===== src/rtl/fetch_ctrl_if.sv =====
// Fetch-side bus bundle: redirect input, instruction-memory port and decode handshake.
// The master modport is the fetch sequencer's view; slave is the surrounding logic.
interface fetch_ctrl_if;
  logic        redirect_valid;
  logic [31:0] redirect_target;
  logic        imem_req;
  logic [31:0] imem_addr;
  logic        imem_rvalid;
  logic [31:0] imem_rdata;
  logic        instr_valid;
  logic        instr_ready;
  logic [31:0] instr;
  logic [31:0] instr_pc;

  modport master (
    input  redirect_valid, redirect_target, imem_rvalid, imem_rdata, instr_ready,
    output imem_req, imem_addr, instr_valid, instr, instr_pc
  );

  modport slave (
    output redirect_valid, redirect_target, imem_rvalid, imem_rdata, instr_ready,
    input  imem_req, imem_addr, instr_valid, instr, instr_pc
  );
endinterface


===== src/rtl/fetch_ctrl.sv =====
// Fetch sequencer: owns the PC, issues one imem read at a time, buffers words toward
// decode through a slot plus one-entry hold buffer, and flushes on branch/jump redirect.
module fetch_ctrl #(
  parameter logic [31:0] RESET_PC = 32'h0000_0000
) (
  input logic          clk,
  input logic          rst,
  fetch_ctrl_if.master bus
);

  localparam int unsigned XLEN = 32;

  localparam logic [1:0] S_IDLE = 2'd0;
  localparam logic [1:0] S_REQ  = 2'd1;
  localparam logic [1:0] S_WAIT = 2'd2;
  localparam logic [1:0] S_HOLD = 2'd3;

  localparam logic [XLEN-1:0] RESET_PC_ALIGNED = {RESET_PC[XLEN-1:2], 2'b00};

  typedef struct packed {
    logic [XLEN-1:0] instr;
    logic [XLEN-1:0] pc;
  } fetch_word_t;

  logic [1:0]      r_state;
  logic [XLEN-1:0] r_pc;
  logic            r_kill;
  logic            r_slot_valid;
  fetch_word_t     r_slot;
  fetch_word_t     r_hold;

  logic [1:0]      w_state_nxt;
  logic [XLEN-1:0] w_pc_nxt;
  logic            w_kill_nxt;
  logic            w_slot_valid_nxt;
  fetch_word_t     w_slot_nxt;
  fetch_word_t     w_hold_nxt;

  logic            w_take;
  logic [XLEN-1:0] w_target;
  fetch_word_t     w_fetched;

  assign w_take    = r_slot_valid & bus.instr_ready;
  assign w_target  = {bus.redirect_target[XLEN-1:2], 2'b00};
  assign w_fetched = {bus.imem_rdata, r_pc};

  // State register
  always_ff @(posedge clk) begin
    if (rst) begin
      r_state <= S_IDLE;
    end else begin
      r_state <= w_state_nxt;
    end
  end

  // Next-state and datapath update; a redirect overrides every other event
  always_comb begin
    w_state_nxt      = r_state;
    w_pc_nxt         = r_pc;
    w_kill_nxt       = r_kill;
    w_slot_valid_nxt = r_slot_valid & ~w_take;
    w_slot_nxt       = r_slot;
    w_hold_nxt       = r_hold;

    case (r_state)
      S_IDLE: begin
        w_state_nxt = S_REQ;
        if (bus.redirect_valid) w_pc_nxt = w_target;
      end
      S_REQ: begin
        w_state_nxt = S_WAIT;
        if (bus.redirect_valid) begin
          w_kill_nxt = 1'b1;
          w_pc_nxt   = w_target;
        end
      end
      S_WAIT: begin
        if (!bus.imem_rvalid) begin
          if (bus.redirect_valid) begin
            w_kill_nxt = 1'b1;
            w_pc_nxt   = w_target;
          end
        end else if (r_kill || bus.redirect_valid) begin
          w_kill_nxt  = 1'b0;
          w_state_nxt = S_REQ;
          if (bus.redirect_valid) w_pc_nxt = w_target;
        end else if (!r_slot_valid || w_take) begin
          w_slot_nxt       = w_fetched;
          w_slot_valid_nxt = 1'b1;
          w_pc_nxt         = r_pc + XLEN'(4);
          w_state_nxt      = S_REQ;
        end else begin
          w_hold_nxt  = w_fetched;
          w_pc_nxt    = r_pc + XLEN'(4);
          w_state_nxt = S_HOLD;
        end
      end
      S_HOLD: begin
        if (bus.redirect_valid) begin
          w_pc_nxt    = w_target;
          w_state_nxt = S_REQ;
        end else if (bus.instr_ready) begin
          w_slot_nxt       = r_hold;
          w_slot_valid_nxt = 1'b1;
          w_state_nxt      = S_REQ;
        end
      end
      default: w_state_nxt = S_IDLE;
    endcase

    if (bus.redirect_valid) w_slot_valid_nxt = 1'b0;
  end

  // PC, kill flag, output slot and hold buffer
  always_ff @(posedge clk) begin
    if (rst) begin
      r_pc         <= RESET_PC_ALIGNED;
      r_kill       <= 1'b0;
      r_slot_valid <= 1'b0;
      r_slot       <= '0;
      r_hold       <= '0;
    end else begin
      r_pc         <= w_pc_nxt;
      r_kill       <= w_kill_nxt;
      r_slot_valid <= w_slot_valid_nxt;
      r_slot       <= w_slot_nxt;
      r_hold       <= w_hold_nxt;
    end
  end

  // The memory accepts in the same cycle, so the request is decoded straight from state
  assign bus.imem_req    = (r_state == S_REQ);
  assign bus.imem_addr   = r_pc;
  assign bus.instr_valid = r_slot_valid;
  assign bus.instr       = r_slot.instr;
  assign bus.instr_pc    = r_slot.pc;

endmodule


===== src/flat_wrapper.sv =====
// flat-port wrapper written by rule: the top's interface ports become plain ports
module fetch_ctrl_flat 
#(
  parameter logic [31:0] RESET_PC = 32'h0000_0000
)
  (clk, rst, bus_redirect_valid, bus_redirect_target, bus_imem_rvalid, bus_imem_rdata, bus_instr_ready, bus_imem_req, bus_imem_addr, bus_instr_valid, bus_instr, bus_instr_pc);
  fetch_ctrl_if bus_i ();
  input logic clk;
  input logic rst;
  input wire logic [$bits(bus_i.redirect_valid)-1:0] bus_redirect_valid;
  input wire logic [$bits(bus_i.redirect_target)-1:0] bus_redirect_target;
  input wire logic [$bits(bus_i.imem_rvalid)-1:0] bus_imem_rvalid;
  input wire logic [$bits(bus_i.imem_rdata)-1:0] bus_imem_rdata;
  input wire logic [$bits(bus_i.instr_ready)-1:0] bus_instr_ready;
  output wire logic [$bits(bus_i.imem_req)-1:0] bus_imem_req;
  output wire logic [$bits(bus_i.imem_addr)-1:0] bus_imem_addr;
  output wire logic [$bits(bus_i.instr_valid)-1:0] bus_instr_valid;
  output wire logic [$bits(bus_i.instr)-1:0] bus_instr;
  output wire logic [$bits(bus_i.instr_pc)-1:0] bus_instr_pc;
  assign bus_i.redirect_valid = bus_redirect_valid;
  assign bus_i.redirect_target = bus_redirect_target;
  assign bus_i.imem_rvalid = bus_imem_rvalid;
  assign bus_i.imem_rdata = bus_imem_rdata;
  assign bus_i.instr_ready = bus_instr_ready;
  assign bus_imem_req = bus_i.imem_req;
  assign bus_imem_addr = bus_i.imem_addr;
  assign bus_instr_valid = bus_i.instr_valid;
  assign bus_instr = bus_i.instr;
  assign bus_instr_pc = bus_i.instr_pc;
  fetch_ctrl #(.RESET_PC(RESET_PC)) u_core (.clk(clk), .rst(rst), .bus(bus_i));
endmodule

===== config.mk =====
export PLATFORM = sky130hd
export DESIGN_NAME = fetch_ctrl_flat
export DESIGN_NICKNAME = d
export VERILOG_FILES = /design/src/rtl/fetch_ctrl_if.sv /design/src/rtl/fetch_ctrl.sv /design/src/flat_wrapper.sv
export SDC_FILE = /design/constraint.sdc
export NUM_CORES = 1
export LEC_CHECK = 0
export ABC_AREA = 1
export BUFFER_PORTS_ARGS = -buffer_cell sky130_fd_sc_hd__buf_2
export CAP_MARGIN = 0
export CORE_AREA = 2 2 137 152
export CTS_CLUSTER_SIZE = 24
export DETAILED_ROUTE_END_ITERATION = 16
export DIE_AREA = 0 0 139 154
export SLEW_MARGIN = 20
export SYNTH_ARGS = -nofsm -noshare
export SYNTH_HDL_FRONTEND = slang
export SYNTH_SLANG_ARGS = --single-unit

===== constraint.sdc =====
create_clock -name clk -period 1.95 [get_ports clk]
set_input_delay 0.195 -clock clk [delete_from_list [all_inputs] [get_ports clk]]
set_output_delay 0.195 -clock clk [all_outputs]
set_load 0.02 [all_outputs]

==> metrics.txt, run 1 <==
run status completed; first-pass GRT wire length 35,900 um; Buf/Inv on CP 2; worst reg2reg path depth 8; CTS clk-pin slew, worst paths 60 ps; Total GRT Usage slightly above 20%; Die Footprint about 21,000 um2; H-Tree Depth 4; Post-Synthesis Cells 1,126; vias in the first global route 7,122; worst-path fanout max 40; TritonCTS buffer count 17; Finished Core Util 48.7%; Peak supply drop between 0.5 and 0.6 mV; CTS Sinks 164; Startpoint Class register; PD cells between 800 and 900 nW/um2; top post-synthesis cells by area dfxtp_1, nor2_1, nand2_1, o21ai_0, a21oi_1; dominant synthesized flop cell dfxtp_1; Fillers 2,018; sequential fraction of the synthesis area approximately 42%; hold path start bus_imem_rdata[1]; GRT overflow 0; row count 54; largest net degree at the start of global routing ~100; RSZ-0062 raised after global routing false; Hold Crit Class in -> reg; worst-margin pin slew 596 ps; distinct cell type count after synthesis 27; drt wl/cell around 14 um; Crit. End Element register; Placeable Area 19,700 um2; Hold Buf Count CTS 0; Iter 0 DRT Violations between 300 and 400; Min-Delay Endpoint u_core.r_hold[33]$_SDFFE_PP0P_; mapped cell area around 7800 um2; met1 usage a little over a quarter; drc violations 0; Clk pwr share 42.3%; Data arrival, critical path 2150 ps; Vias between 7,000 and 8,000; IO Pins ~170; Top delay family on crit path flip-flops; clock period minus worst slack between 1500 and 2000 ps; Skew-Pair Late Insertion Delay ~430 ps; share of the synthesized area in the top cell type a little over two fifths; Finished Cell Area just under 10,000 um2; initial antenna violation count 0; ANT cells 0; max-slew violations 0; R2R Setup Slk about 160 ps; layout cells sized above 1 between 20% and 30%; post-synthesis register bit count around 160; worst r2r src u_core.r_state[1]$_SDFFE_PP0P_; final setup fails 0; root buffer cell clkbuf_16; R2R Path End u_core.bus.instr_pc[6]$_SDFFE_PP0P_; Clock Skew ~10 ps; WP data required approximately 2300 ps; Reg area between 3000 and 4000 um2; routing usage on met3 under 10%; clock tree buffer depth 2; Sw Ratio 27.9%; # nets final around 1,400; Async SR Flop Fraction 0%; Final Hold Fails 0; Setup Total Neg Slack 0 ps; post-route ant nets 0; TritonRoute pass-1 iters 4; # resized after CTS 0; die height 154 um; placed cell area about 9000 um2; Tcrit/Tclk final 91.9%; CTS tree yes; Multi-input gate area 3710 um2; Internal approximately 6100 uW; # Max-Cap Violations 0; Placer Congestion slightly above 0.9; Synth area leader dfxtp_1; met2 usage 34.9%; Post CTS Setup Buffer Count 0; Post-synth EDFFs 0; Syn-to-layout area delta 23.0%; fmax 558 MHz; Yosys Warn Count 0; combinational share of power approximately 14%; die extent in x around 140 um; Slew HR roughly three fifths; port bufs roughly 160; Initial Util between 30% and 40%; CP max stage delay between 400 and 500 ps; Synthesized Nets between 1,000 and 1,500; GRT Max-Usage Layer met2; Critical-path top delay cell dfxtp_1; Vias/cell slightly below 5; hold path cells 3; final wirelength about 22,000 um; hpwl dp ~15,000 um; NetSw around 2400 uW; critical path type reg -> reg; Pleak 0.00398 uW; CP Cell Sequence ha_1 -> nor2_1 -> a211oi_1 -> nand2_2 -> inv_2 -> buf_12 -> nor2_1 -> nor2_1; Post-Syn Area per Cell just under 7 um2; Flop pwr share between 40% and 50%; CP dominant cell by count nor2_1
[Yosys cell counts, types with 3 or more instances]
| cell | count |
|---|---|
| a21oi_1 | 103 |
| buf_1 | 3 |
| buf_2 | 20 |
| buf_4 | 8 |
| buf_6 | 6 |
| clkbuf_1 | 32 |
| dfxtp_1 | 164 |
| ha_1 | 6 |
| inv_1 | 127 |
| mux2_2 | 32 |
| nand2_1 | 173 |
| nand3_1 | 25 |
| nand4_1 | 5 |
| nor2_1 | 186 |
| o211ai_1 | 4 |
| o21ai_0 | 127 |
| o21ai_1 | 85 |
| xor2_1 | 7 |
[routing by layer]
metal  vias to the layer above  share of wire, %
li1                       3945                 -
met1                      3401                47
met2                       168                47
met3                        21               4.5
met4                         0               1.3
met5                         -                 0
[worst max path at each step]
stage,from,end,slack (ps),depth (start not counted)
6_report,u_core.r_state[1]$_SDFFE_PP0P_,u_core.bus.instr_pc[6]$_SDFFE_PP0P_,160,8
5_1_grt,u_core.r_state[0]$_SDFFE_PP0P_,u_core.bus.instr_pc[8]$_SDFFE_PP0P_,4,10
4_1_cts,u_core.r_state[1]$_SDFFE_PP0P_,u_core.bus.instr_pc[6]$_SDFFE_PP0P_,140,8
3_5_place_dp,u_core.r_state[1]$_SDFFE_PP0P_,u_core.bus.instr_pc[6]$_SDFFE_PP0P_,170,8
3_3_place_gp,u_core.r_state[1]$_SDFFE_PP0P_,u_core.bus.instr_pc[10]$_SDFFE_PP0P_,220,8
2_1_floorplan,u_core.r_state[0]$_SDFFE_PP0P_,u_core.bus.instr[10]$_SDFFE_PP0P_,290,6
[through the flow]
step           setup slack [ps]  std cells  hold slack, ps  total power, uW
3_3_place_gp                218       1508             429             4930
2_1_floorplan               294       1126             358             4510
3_5_place_dp                169       1508             434             4950
5_1_grt                    4.17       1540            60.3             8820
4_1_cts                     143       1540            35.3             8530
6_report                    159       1540            47.9             8430
[power groups by stage]
stage | Combinational, uW | Sequential, uW | Clock (uW)
finish | 1220 | 3640 | 3570
global route | 1370 | 3660 | 3790
CTS | 1240 | 3640 | 3650
detailed placement | 1230 | 3720 | 0
global placement | 1220 | 3710 | 0
floorplan | 607 | 3900 | 0
[flip-flops by register name, summed over array words and instances, names as in the netlist]
signal,flops
u_core.bus.imem_addr,32
u_core.bus.instr_valid,1
u_core.bus.instr_pc,32
u_core.bus.instr,32
u_core.r_kill,1
u_core.r_hold,64
u_core.r_state,2
[final cells by class]
cell class                 instances  share of cell area [%]
multi-input combinational        763                    38.6
sequential                       164                    34.2
timing repair buffer             199                    12.3
inverter                         130                    5.12
clock buffer                      19                    4.71
tap                              252                    3.28
clock inverter                    13                    1.81
[cell usage in the layout (no fill, tap or decap), types with 27 or more instances in the layout]
cell type	count
buf_2	164
o21ai_0	127
o21ai_1	85
nor2_1	185
buf_4	27
nand2_1	172
inv_1	126
dfxtp_1	164
mux2_2	32
a21oi_1	103
[worst register-to-register path: stages (launching register included)]
cell,delay (ps)
dfxtp_1,440
ha_1,250
nor2_1,60
a211oi_1,250
nand2_2,150
inv_2,130
buf_12,220
nor2_1,110
nor2_1,110
[kinds of logic after synthesis]
group	synth area share [%]
and+or+nand+nor	19.7
AOI/OAI and AO/OA	21.1
buffers and inverters	10.9
DFF	42.0
muxes	4.61
xor gates and xnor gates	0.785
adders and majority gates	0.961
Power figures use the tool's default switching activity.
==> inputs of run 2 (changes only) <==
CORE_AREA = 2 2 184 114   (was 2 2 137 152)
DIE_AREA = 0 0 186 116   (was 0 0 139 154)
REMOVE_ABC_BUFFERS = 1   (was default)
==> run 2 against run 1 <==
Net effect:
- register-to-register slack is essentially flat
- combinational power is essentially flat
- final area shrank 0.89%
- hold slack gained 5.0 ps
- largest cell class unchanged
- sequential power is essentially flat
==> metrics.txt, run 2 (synthesis results as in run 1) <==
Placer Congestion 0.891 (-2.9%); Tcrit/Tclk final 92.4% (+0.51 points); H-Tree Depth 4 (unchanged); Hold Buf Count CTS 0 (unchanged); post-route ant nets 0 (unchanged); Biggest register u_core.r_hold; Crit. End Element register; final wirelength 21,900 um (+0.45%); Data arrival, critical path 2170 ps (+20 ps); root buffer cell clkbuf_16; die extent in x 186 um (+34%); Die Footprint 21,600 um2 (+0.79%); CP max stage delay 450 ps (about the same); Clock Skew 9.98 ps (-0.179 ps); PD cells 860 nW/um2 (-2.0%); CTS Sinks 164 (unchanged); TritonCTS buffer count 17 (unchanged); worst-path fanout max 49 (+23%); worst-margin pin slew 420 ps (-176 ps); GRT overflow 0 (unchanged); initial antenna violation count 0 (unchanged); drt wl/cell 14.1 um (-0.58%); Skew-Pair Late Insertion Delay 430 ps (about the same); port bufs 164 (unchanged); TritonRoute pass-1 iters 5 (+1); max reg flops 64 (unchanged); critical path type reg -> reg; # resized after CTS 0 (unchanged); clock tree buffer depth 2 (unchanged); ANT cells 0 (unchanged); placed cell area 8940 um2 (-0.38%); Finished Cell Area 9520 um2 (-0.89%); CP Cell Sequence ha_1 -> nor2_1 -> a211oi_1 -> nand2_2 -> inv_2 -> buf_12 -> nor2_1 -> nor2_1; most common cell after layout, fill and taps aside nor2_1; Startpoint Class register; final setup fails 0 (unchanged); fmax 555 MHz (-0.55%); Pleak 0.00393 uW (-1.4%); # Max-Cap Violations 0 (unchanged); Post CTS Setup Buffer Count 0 (unchanged); RSZ-0062 raised after global routing false; Initial Util 39.5% (-0.080 points); most frequent cells in the layout nor2_1, nand2_1, buf_2, dfxtp_1, o21ai_0; IO Pins 167 (unchanged); WP data required 2310 ps (about the same); Hold Crit Class in -> reg; CP dominant cell by count nor2_1; Syn-to-layout area delta 21.9%; drc violations 0 (unchanged); Peak supply drop 0.604 mV (+2.5%); Final Hold Fails 0 (unchanged); die height 116 um (-25%); largest net degree at the start of global routing 104 (+6.1%); Iter 0 DRT Violations 457 (+20%); run status completed; Vias/cell 4.77 (-2.5%); Critical-path top delay cell dfxtp_1; clock period minus worst slack 1800 ps (+9.98 ps); Vias 7,425 (-1.5%); # nets final 1,347 (-0.22%); Total GRT Usage 20.9% (+0.44 points); Hold WS 52.9 ps (+5.00 ps); CTS tree yes; Slew HR 72.0% (+12 points); vias in the first global route 6,759 (-5.1%); Total Power 8190 uW (-2.9%); row count 40 (-26%); hpwl dp 15,400 um (+0.78%); first-pass GRT wire length 35,500 um (-1.4%); layout cells sized above 1 20.8% (-0.39 points); Setup Total Neg Slack 0 ps (unchanged); Placeable Area 19,800 um2 (+0.20%); CTS clk-pin slew, worst paths 60 ps (about the same); max-slew violations 0 (unchanged)
run 2: layout make-up:
class                      instances  area (um2)
fill                            2056       10200
timing repair buffer             196        1130
sequential                       164        3280
inverter                         130         492
clock inverter                    11         129
clock buffer                      19         443
tap                              273         342
multi-input combinational        763        3710
run 2: path summary, 6_finish.rpt:
| path | start | endpoint | slack (ps) | cells after the start |
|---|---|---|---|---|
| max | u_core.r_state[1]$_SDFFE_PP0P_ | u_core.bus.instr[15]$_SDFFE_PP0P_ | 150 | 8 |
| min | bus_imem_rdata[11] | u_core.r_hold[43]$_SDFFE_PP0P_ | 50 | 3 |
| max reg2reg | u_core.r_state[1]$_SDFFE_PP0P_ | u_core.bus.instr[15]$_SDFFE_PP0P_ | 150 | 8 |
| min reg2reg | u_core.r_hold[63]$_SDFFE_PP0P_ | u_core.r_hold[63]$_SDFFE_PP0P_ | 440 | 2 |
run 2: report_power, final:
group | internal, uW | switching (uW)
Combinational | 447 | 789
Sequential | 3520 | 123
Clock | 1910 | 1400
Total | 5880 | 2310
run 2: worst max-delay path: cells and delay by family, from the launching register on:
| family | cells | cell delay, ps |
|---|---|---|
| buf+inv | 2 | 350 |
| fa+ha+maj | 1 | 250 |
| flops | 1 | 450 |
| compound gates | 1 | 250 |
| simple gates | 4 | 410 |
run 2: per-layer routing:
| metal | GRT usage [%] | wire [um] | vias up |
|---|---|---|---|
| met4 | 5.09 | 175 | 0 |
| met1 | 31.4 | 11700 | 3288 |
| met2 | 30.2 | 8700 | 202 |
| met3 | 4.68 | 1340 | 19 |
| li1 | - | - | 3916 |
| met5 | 0 | 0 | - |
run 2: metrics by stage:
stage               instances  setup slack (ps)  utilization, %
global placement         1526               175            45.2
global route             1556             0.155            48.2
detailed placement       1526               142            45.2
CTS                      1556               111            48.1
finish                   1556               149            48.2
floorplan                1057             -2710               -
